==> src/rtl/qsn_layer_sched_85b.sv <==
// qsn_layer_sched_85b: per-layer column issue sequencer for the shared QSN.
// Walks table entries, drives shift/mux selects and re-aligns column tags.
module qsn_layer_sched_85b #(
  parameter int CHECK_PARALLELISM = 85,
  parameter int LAYER_NUM         = 4,
  parameter int COL_NUM           = 8,
  parameter int PIPE_LAT          = 3,
  parameter int SHIFT_W           = $clog2(CHECK_PARALLELISM-1),
  parameter int ADDR_W            = $clog2(LAYER_NUM*COL_NUM),
  parameter int LAYER_W           = $clog2(LAYER_NUM),
  parameter int COL_W             = $clog2(COL_NUM)
) (
  input  logic               sys_clk,
  input  logic               rst,
  input  logic               tbl_wr_en,
  input  logic [ADDR_W-1:0]  tbl_wr_addr,
  input  logic [SHIFT_W+1:0] tbl_wr_data,
  output logic               tbl_wr_drop,
  input  logic               start,
  input  logic [LAYER_W-1:0] layer_id,
  input  logic               issue_stall,
  output logic               busy,
  output logic               in_rd_en,
  output logic [COL_W-1:0]   col_idx,
  output logic [SHIFT_W-1:0] shift_factor,
  output logic               sw_in_src,
  output logic [2:0]         sw_in_bit0_src,
  output logic               out_valid,
  output logic [COL_W-1:0]   out_col_idx,
  output logic               done
);

  localparam int ENTRIES = LAYER_NUM * COL_NUM;
  localparam int CNT_W   = $clog2(PIPE_LAT + 1);

  typedef enum logic [1:0] {
    IDLE,
    ISSUE,
    DRAIN
  } state_t;

  state_t             state;
  logic [SHIFT_W+1:0] tbl [ENTRIES];
  logic [LAYER_W-1:0] layer_q;
  logic [COL_W-1:0]   col;
  logic [CNT_W-1:0]   cnt;
  logic [COL_W:0]     dly [PIPE_LAT];

  logic               addr_ok;
  logic               layer_ok;
  logic [ADDR_W-1:0]  rd_addr;
  logic [SHIFT_W+1:0] ent;
  logic [SHIFT_W-1:0] ent_shift;
  logic [SHIFT_W-1:0] red_shift;
  logic [1:0]         ent_src;
  logic               sel_sw;
  logic [2:0]         sel_b0;

  if (ENTRIES < (1 << ADDR_W)) begin : g_addr_chk
    assign addr_ok = 32'(tbl_wr_addr) < ENTRIES;
  end else begin : g_addr_all
    assign addr_ok = 1'b1;
  end

  if (LAYER_NUM < (1 << LAYER_W)) begin : g_layer_chk
    assign layer_ok = 32'(layer_id) < LAYER_NUM;
  end else begin : g_layer_all
    assign layer_ok = 1'b1;
  end

  assign rd_addr   = ADDR_W'(32'(layer_q) * COL_NUM + 32'(col));
  assign ent       = tbl[rd_addr];
  assign ent_shift = ent[SHIFT_W-1:0];
  assign ent_src   = ent[SHIFT_W+1:SHIFT_W];

  // Table may hold shifts up to 2^SHIFT_W-1; one subtraction suffices.
  assign red_shift =
    (ent_shift >= SHIFT_W'(CHECK_PARALLELISM)) ?
    ent_shift - SHIFT_W'(CHECK_PARALLELISM) :
    ent_shift;

  always_comb begin
    sel_sw = 1'b0;
    sel_b0 = 3'b001;
    unique case (1'b1)
      ent_src == 2'd1: begin
        sel_sw = 1'b1;
        sel_b0 = 3'b010;
      end
      ent_src == 2'd2: begin
        sel_sw = 1'b1;
        sel_b0 = 3'b100;
      end
      default: ;
    endcase
  end

  always_ff @(posedge sys_clk or posedge rst) begin
    if (rst) begin
      state          <= IDLE;
      busy           <= 1'b0;
      done           <= 1'b0;
      in_rd_en       <= 1'b0;
      col_idx        <= '0;
      shift_factor   <= '0;
      sw_in_src      <= 1'b0;
      sw_in_bit0_src <= 3'b000;
      layer_q        <= '0;
      col            <= '0;
      cnt            <= '0;
      tbl_wr_drop    <= 1'b0;
      for (int i = 0; i < ENTRIES; i++) tbl[i] <= '0;
    end else begin
      tbl_wr_drop <= tbl_wr_en && (state != IDLE || !addr_ok);
      if (tbl_wr_en && state == IDLE && addr_ok)
        tbl[tbl_wr_addr] <= tbl_wr_data;
      in_rd_en <= 1'b0;
      done     <= 1'b0;
      unique case (state)
        IDLE: begin
          if (start && layer_ok) begin
            state   <= ISSUE;
            busy    <= 1'b1;
            layer_q <= layer_id;
            col     <= '0;
          end
        end
        ISSUE: begin
          if (!issue_stall) begin
            in_rd_en       <= 1'b1;
            col_idx        <= col;
            shift_factor   <= red_shift;
            sw_in_src      <= sel_sw;
            sw_in_bit0_src <= sel_b0;
            col            <= col + COL_W'(1);
            if (col == COL_W'(COL_NUM - 1)) begin
              state <= DRAIN;
              cnt   <= '0;
            end
          end
        end
        DRAIN: begin
          // done lands with the last tag leaving the delay line
          if (done) begin
            state <= IDLE;
            busy  <= 1'b0;
          end else if (cnt == CNT_W'(PIPE_LAT - 1)) begin
            done <= 1'b1;
          end else begin
            cnt <= cnt + CNT_W'(1);
          end
        end
        default: state <= IDLE;
      endcase
    end
  end

  always_ff @(posedge sys_clk or posedge rst) begin
    if (rst) begin
      for (int i = 0; i < PIPE_LAT; i++) dly[i] <= '0;
    end else begin
      dly[0] <= {in_rd_en, col_idx};
      for (int i = 1; i < PIPE_LAT; i++) dly[i] <= dly[i-1];
    end
  end

  assign out_valid   = dly[PIPE_LAT-1][COL_W];
  assign out_col_idx = dly[PIPE_LAT-1][COL_W-1:0];

endmodule

==> config.mk <==
export PLATFORM = sky130hd
export DESIGN_NAME = qsn_layer_sched_85b
export DESIGN_NICKNAME = d
export VERILOG_FILES = /design/src/rtl/qsn_layer_sched_85b.sv
export SDC_FILE = /design/constraint.sdc
export NUM_CORES = 1
export LEC_CHECK = 0
export BUFFER_PORTS_ARGS = -buffer_cell sky130_fd_sc_hd__buf_2
export CORE_MARGIN = 5
export CORE_UTILIZATION = 45
export CTS_CLUSTER_DIAMETER = 100
export DETAILED_ROUTE_END_ITERATION = 8
export PLACE_DENSITY_LB_ADDON = 0.15
export SYNTH_ARGS = -nofsm -noshare
export SYNTH_HDL_FRONTEND = slang
export SYNTH_SLANG_ARGS = --single-unit
==> constraint.sdc <==
create_clock -name sys_clk -period 10.3 [get_ports sys_clk]
set_input_delay 2.06 -clock sys_clk [delete_from_list [all_inputs] [get_ports sys_clk]]
set_output_delay 2.06 -clock sys_clk [all_outputs]
set_load 0.005 [all_outputs]
* Word level (Yosys, flattened, before mapping) *
Index checks and enable logic that the tools add are counted.

storage, ports and cells
  input bits = 21
  flip-flop bits (word level) = 327
  bits in latches = 0
  memory bits (writable) = 0
  memories = 0
  bits in read-only memories = 0
  word-level logic and storage cells = 115

operators by class
  eq/ne operators = 12
  $lt $le $gt $ge = 4
  add/subtract/negate cells = 4
  divide/modulo/power cells = 0
  bitwise operators = 3
  multiply operators = 0
  muxes and demuxes = 30
  reduce and logical (&&, ||, !) cells = 15
  shift operators = 0

operators by type and width
  kind                                                                          count
  288-bit bitwise mux                                                           1
  9-bit binary-select mux with 5-bit select                                     1
  9-bit demux with 5-bit select                                                 1
  9-bit 2-to-1 mux                                                              3
  2-bit 2-to-1 mux                                                              8
  6-bit greater-or-equal comparator, second input constant                      2
  2-bit != test, second input constant                                          6
  5-bit inverter with 6-bit output                                              2
  3-bit one-hot mux with 2 select lines                                         2
  1-bit 2-to-1 mux                                                              8
  2-bit nonzero test                                                            4
  7-bit greater-or-equal comparator, second input constant                      1
  7-bit 2-to-1 mux                                                              1
  7-bit subtractor, second input constant                                       1
  2-bit == test, second input constant                                          3
  6-bit by 1-bit less-than comparator with 1-bit output, second input constant  1
  3-bit 2-to-1 mux                                                              2
  2-bit one-hot mux with 3 select lines                                         1
  3-bit AND reduction                                                           2
  5-bit by 3-bit adder with 5-bit output                                        1
  5-bit AND reduction                                                           1
  2-bit by 1-bit == test with 1-bit output, second input constant               2
  2-bit one-hot mux with 2 select lines                                         1
  2-bit AND reduction                                                           2
  other kinds (9)                                                               11

* Longest topological paths before layout *
  depth in word-level cells = 8
  depth in mapped cells = 15
  mapped depth without buffers = 12

* Worst setup path after synthesis *
No wires, ideal clock.

  path kind = input -> register
  from = in tbl_wr_addr[3]
  to = reg tbl[198] (netlist bit)
  slack = 6618 ps
  required time = 10175 ps
  setup time = 125 ps
  arrival = 3557 ps
  cell stages on the path = 4
  cells stage by stage = clkbuf_1 > or3b_2 > nor2_1 > mux2_2

on the way
  word-level cells in the longest chain between the ends = 6

ends and longest elaborated chain
  what                                                                                                                                     line  text
  start: declaration                                                                                                                       16    input logic [ADDR_W-1:0] tbl_wr_addr,
  5-bit inverter with 6-bit output (not written as such) *                                                                                 116   tbl[tbl_wr_addr] <= tbl_wr_data;
  6-bit greater-or-equal comparator (not written as such) / 6-bit by 1-bit less-than comparator with 1-bit output (equally long branches)  116
  1-bit logical AND (not written as such)                                                                                                  116
  9-bit 2-to-1 mux (not written as such)                                                                                                   116
  9-bit demux with 5-bit select *                                                                                                          116
  288-bit bitwise mux *                                                                                                                    116
  end signal: indexed assignment                                                                                                           116
  end: declaration                                                                                                                         43    logic [SHIFT_W+1:0] tbl [ENTRIES];

Every way passes the cells marked *; elsewhere a longest branch is shown, timed or not.
A chain may end at the register's enable or synchronous reset.

* Worst setup path after layout *
  from = reg col[1]
  to = reg shift_factor[2]

on the way
  word-level cells in the longest chain between the ends = 7

ends and longest elaborated chain
  what                                                                          line    text
  start: declaration                                                            45      logic [COL_W-1:0] col;
  start signal: assignment                                                      135     col <= col + COL_W'(1);
  5-bit by 3-bit adder with 5-bit output *                                      71      assign rd_addr = ADDR_W'(32'(layer_q) * COL_NUM + 32'(col));
  5-bit inverter with 6-bit output (not written as such) *                      72      assign ent = tbl[rd_addr];
  9-bit binary-select mux with 5-bit select *                                   72
  9-bit 2-to-1 mux (not written as such) * (2 in series)                        72
  7-bit subtractor / 7-bit greater-or-equal comparator (equally long branches)  79, 78
  7-bit 2-to-1 mux *                                                            78      (ent_shift >= SHIFT_W'(CHECK_PARALLELISM)) ?
  end signal: assignment                                                        132     shift_factor <= red_shift;
  end: declaration                                                              25      output logic [SHIFT_W-1:0] shift_factor,

Every way passes the cells marked *; elsewhere a longest branch is shown, timed or not. The select of a mux whose other input is x is not followed.

==> metrics.cfg <==
[die]
rows = 67
dieArea_sq_um = 37280
die_x_microns = 193.1
core_sq_um = 33280
initial_utilization_pct = 45.32
fp.dieH_microns = 193.1
ios = 43

[sta]
fin_crit_sh_pct = 40.10
tns_ns = 0
fmax_mhz = 242.1
drv_slew = 0
final-setup-viol-count = 0
fin_skew_ns = 0.01114
period_minus_slack_ns = 4.131
slew-limit-headroom_pct = 22.72
worst_slew_pin_slew_ns = 1.155
grt_setup_unrepaired = false
hold_violations = 0

[routing]
m1WireLength_mm = 17.54
avgViaCountPerCell = 5.651
ant_nets = 0
wire_per_inst_microns = 23.45
drt_iter0_drc = 556
top_layer = met4
met3WireLength_mm = 1.398
drc = 0
dr_wl_met2_mm = 17.34
wirelength_mm = 36.70
first_pass_iters = 5
vias = 8844

[clocking]
cts_post_setup_buffers_inserted = 0
cts_root_buf = clkbuf_16
clk_pin_slew_ns = 0.06
clock_latency_ns = 0.52
cts_num_sinks = 327
holdBufCountCts = 0
cts.path.max_buffers = 3
cts-resized-gates = 0
h-tree-depth = 2
numCtsBuffers = 36
cts_tree = done

[placed_design]
gp_congestion = 0.8402
io_buffers = 42
place_hpwl_mm = 23.31

[synthesis]
yosysWarnings = 0
ys_types = 60
ys_ff_latch = 327
synth-edff-count = 0
synth_top_area_cell = dfrtp_1
async_flop_share_pct = 100.0
synth_seq_area_share_pct = 54.25
yosys-top-cells-area = dfrtp_1, mux2_2, mux4_2
synth_top_area_share_pct = 54.25
syn_area_sq_um = 15080
synthFlopType = dfrtp_1
avgSynthCellArea_sq_um = 14.11
syn-num-nets = 1097
syn-instance-count = 1069

[critical_path]
required_ns = 10.74
timing.critical_path.from_type = flip-flop
path_class = flip-flop to flip-flop
cp.arrival_ns = 4.58
worstPathMaxFanout = 47
endpoint_kind = flip-flop

[grt]
grt_pass1_vias = 9147
grt_pass1_wl_mm = 57.41
track_usage_pct = 20.20
antenna_found_initial = 1
grt-ovfl-total = 0
grt_max_degree = 166

[run]
drv_cap = 0

[cells_and_area]
drive_gt1_share_pct = 42.03
syn2layout_area_growth_pct = 11.12
fin_nets = 1116
final_core_util_pct = 50.36

[power_and_ir_drop]
leakage_uw = 0.007995
totalPowerFinal_uw = 3966
peakVddDrop_mv = 0.1944
power_density_nw_per_um2 = 236.7

[worst_hold_path]
hold_class = flip-flop to flip-flop

[status]
status = finished clean

-- power breakdown --
part           switching, uW  internal (uW)  total, uW
Sequential               145           1490       1630
Combinational            605            484       1090
Clock                    517            730       1250
-- cell families (layout without fill, tap and decap cells) --
kind of cell | after synthesis | after routing | share of synthesized area (%)
other cells | 0 | 1 | 0
flops | 327 | 327 | 54.25
simple gates | 176 | 176 | 5.583
compound gates | 72 | 72 | 3.484
xor+xnor | 1 | 1 | 0.05808
buf+inv | 87 | 134 | 2.820
mux | 399 | 399 | 33.22
fa+ha+maj | 7 | 7 | 0.5806
-- Yosys cell counts, types with 3 or more instances --
| master | number |
|---|---|
| a21o_1 | 3 |
| a21oi_1 | 7 |
| a22o_1 | 3 |
| a22oi_1 | 17 |
| a31oi_1 | 3 |
| and2_1 | 3 |
| buf_2 | 10 |
| buf_4 | 11 |
| buf_6 | 6 |
| clkbuf_1 | 44 |
| clkinv_1 | 3 |
| dfrtp_1 | 327 |
| ha_1 | 7 |
| inv_1 | 11 |
| mux2_2 | 292 |
| mux2i_1 | 54 |
| mux4_2 | 52 |
| nand2_1 | 76 |
| nand2b_1 | 6 |
| nand3_1 | 14 |
| nand4_1 | 3 |
| nor2_1 | 34 |
| nor2b_1 | 10 |
| nor3_1 | 5 |
| nor3b_1 | 3 |
| o21ai_0 | 10 |
| o21ai_1 | 8 |
| o22ai_1 | 5 |
| or2_2 | 4 |
-- cell usage in the layout, fill, tap and decap left out, types with 14 or more instances in the layout --
cell type / n
mux2i_1: 54
mux2_2: 292
nor2_1: 34
nand2_1: 76
buf_2: 42
nand3_1: 14
a22oi_1: 17
mux4_2: 52
dfrtp_1: 324
clkbuf_16: 37
-- final cells by class --
cell class | count | area [sq um]
Clock buffer | 56 | 1087
Antenna cell | 1 | 2.502
Fill cell | 2882 | 16520
Tap cell | 448 | 560.5
Multi-Input combinational cell | 655 | 6475
Timing Repair Buffer | 54 | 325.3
Inverter | 14 | 56.30
Clock inverter | 10 | 63.81
Sequential cell | 327 | 8189
-- flip-flops by register name (all words and copies together) (netlist names) --
register,flops
busy,1
cnt,2
col,3
col_idx,3
dly,8
done,1
in_rd_en,1
layer_q,2
out_col_idx,3
out_valid,1
shift_factor,7
state,2
sw_in_bit0_src,3
sw_in_src,1
tbl,288
tbl_wr_drop,1
-- stage by stage --
| step | setup slack [ns] | cell area [sq um] | cells | hold slack [ns] |
|---|---|---|---|---|
| 5_1_grt | 5.870 | 16760 | 1565 | 0.3541 |
| 6_report | 6.169 | 16760 | 1565 | 0.3470 |
| 3_3_place_gp | 6.119 | 15610 | 1498 | 0.3311 |
| 4_1_cts | 6.147 | 16760 | 1564 | 0.3479 |
| 3_5_place_dp | 6.099 | 15610 | 1498 | 0.3347 |
| 2_1_floorplan | 3.875 | 15090 | 1069 | 0.3312 |
-- worst paths after layout --
path                        start         endpoint  slack, ns  depth (start not counted)
min in group asynchronous     rst         tbl[251]       1.74                          3
min                        dly[4]   out_col_idx[0]       0.35                          0
max reg2reg                col[1]  shift_factor[2]       6.17                          9
min reg2reg                dly[4]   out_col_idx[0]       0.35                          0
max                        col[1]  shift_factor[2]       6.17                          9
max in group asynchronous     rst          tbl[46]       7.14                          4
-- critical path, stage by stage (launching register included) --
cell and delay [ns]:
dfrtp_4 0.91, buf_4 0.74, mux4_2 0.61, mux2i_1 0.32, o32ai_1 0.15, nor3_2 0.40, a21o_1 0.18, a41oi_4 0.06
or4_1 0.50, nand4_1 0.10
-- per-layer routing --
layer  vias to the layer above  track usage, %
met1                      4722           30.29
met3                        32           2.737
met5                         -               0
li1                       3944               -
met2                       146           31.87
met4                         0           4.194
(Power assumes the default switching activity.)
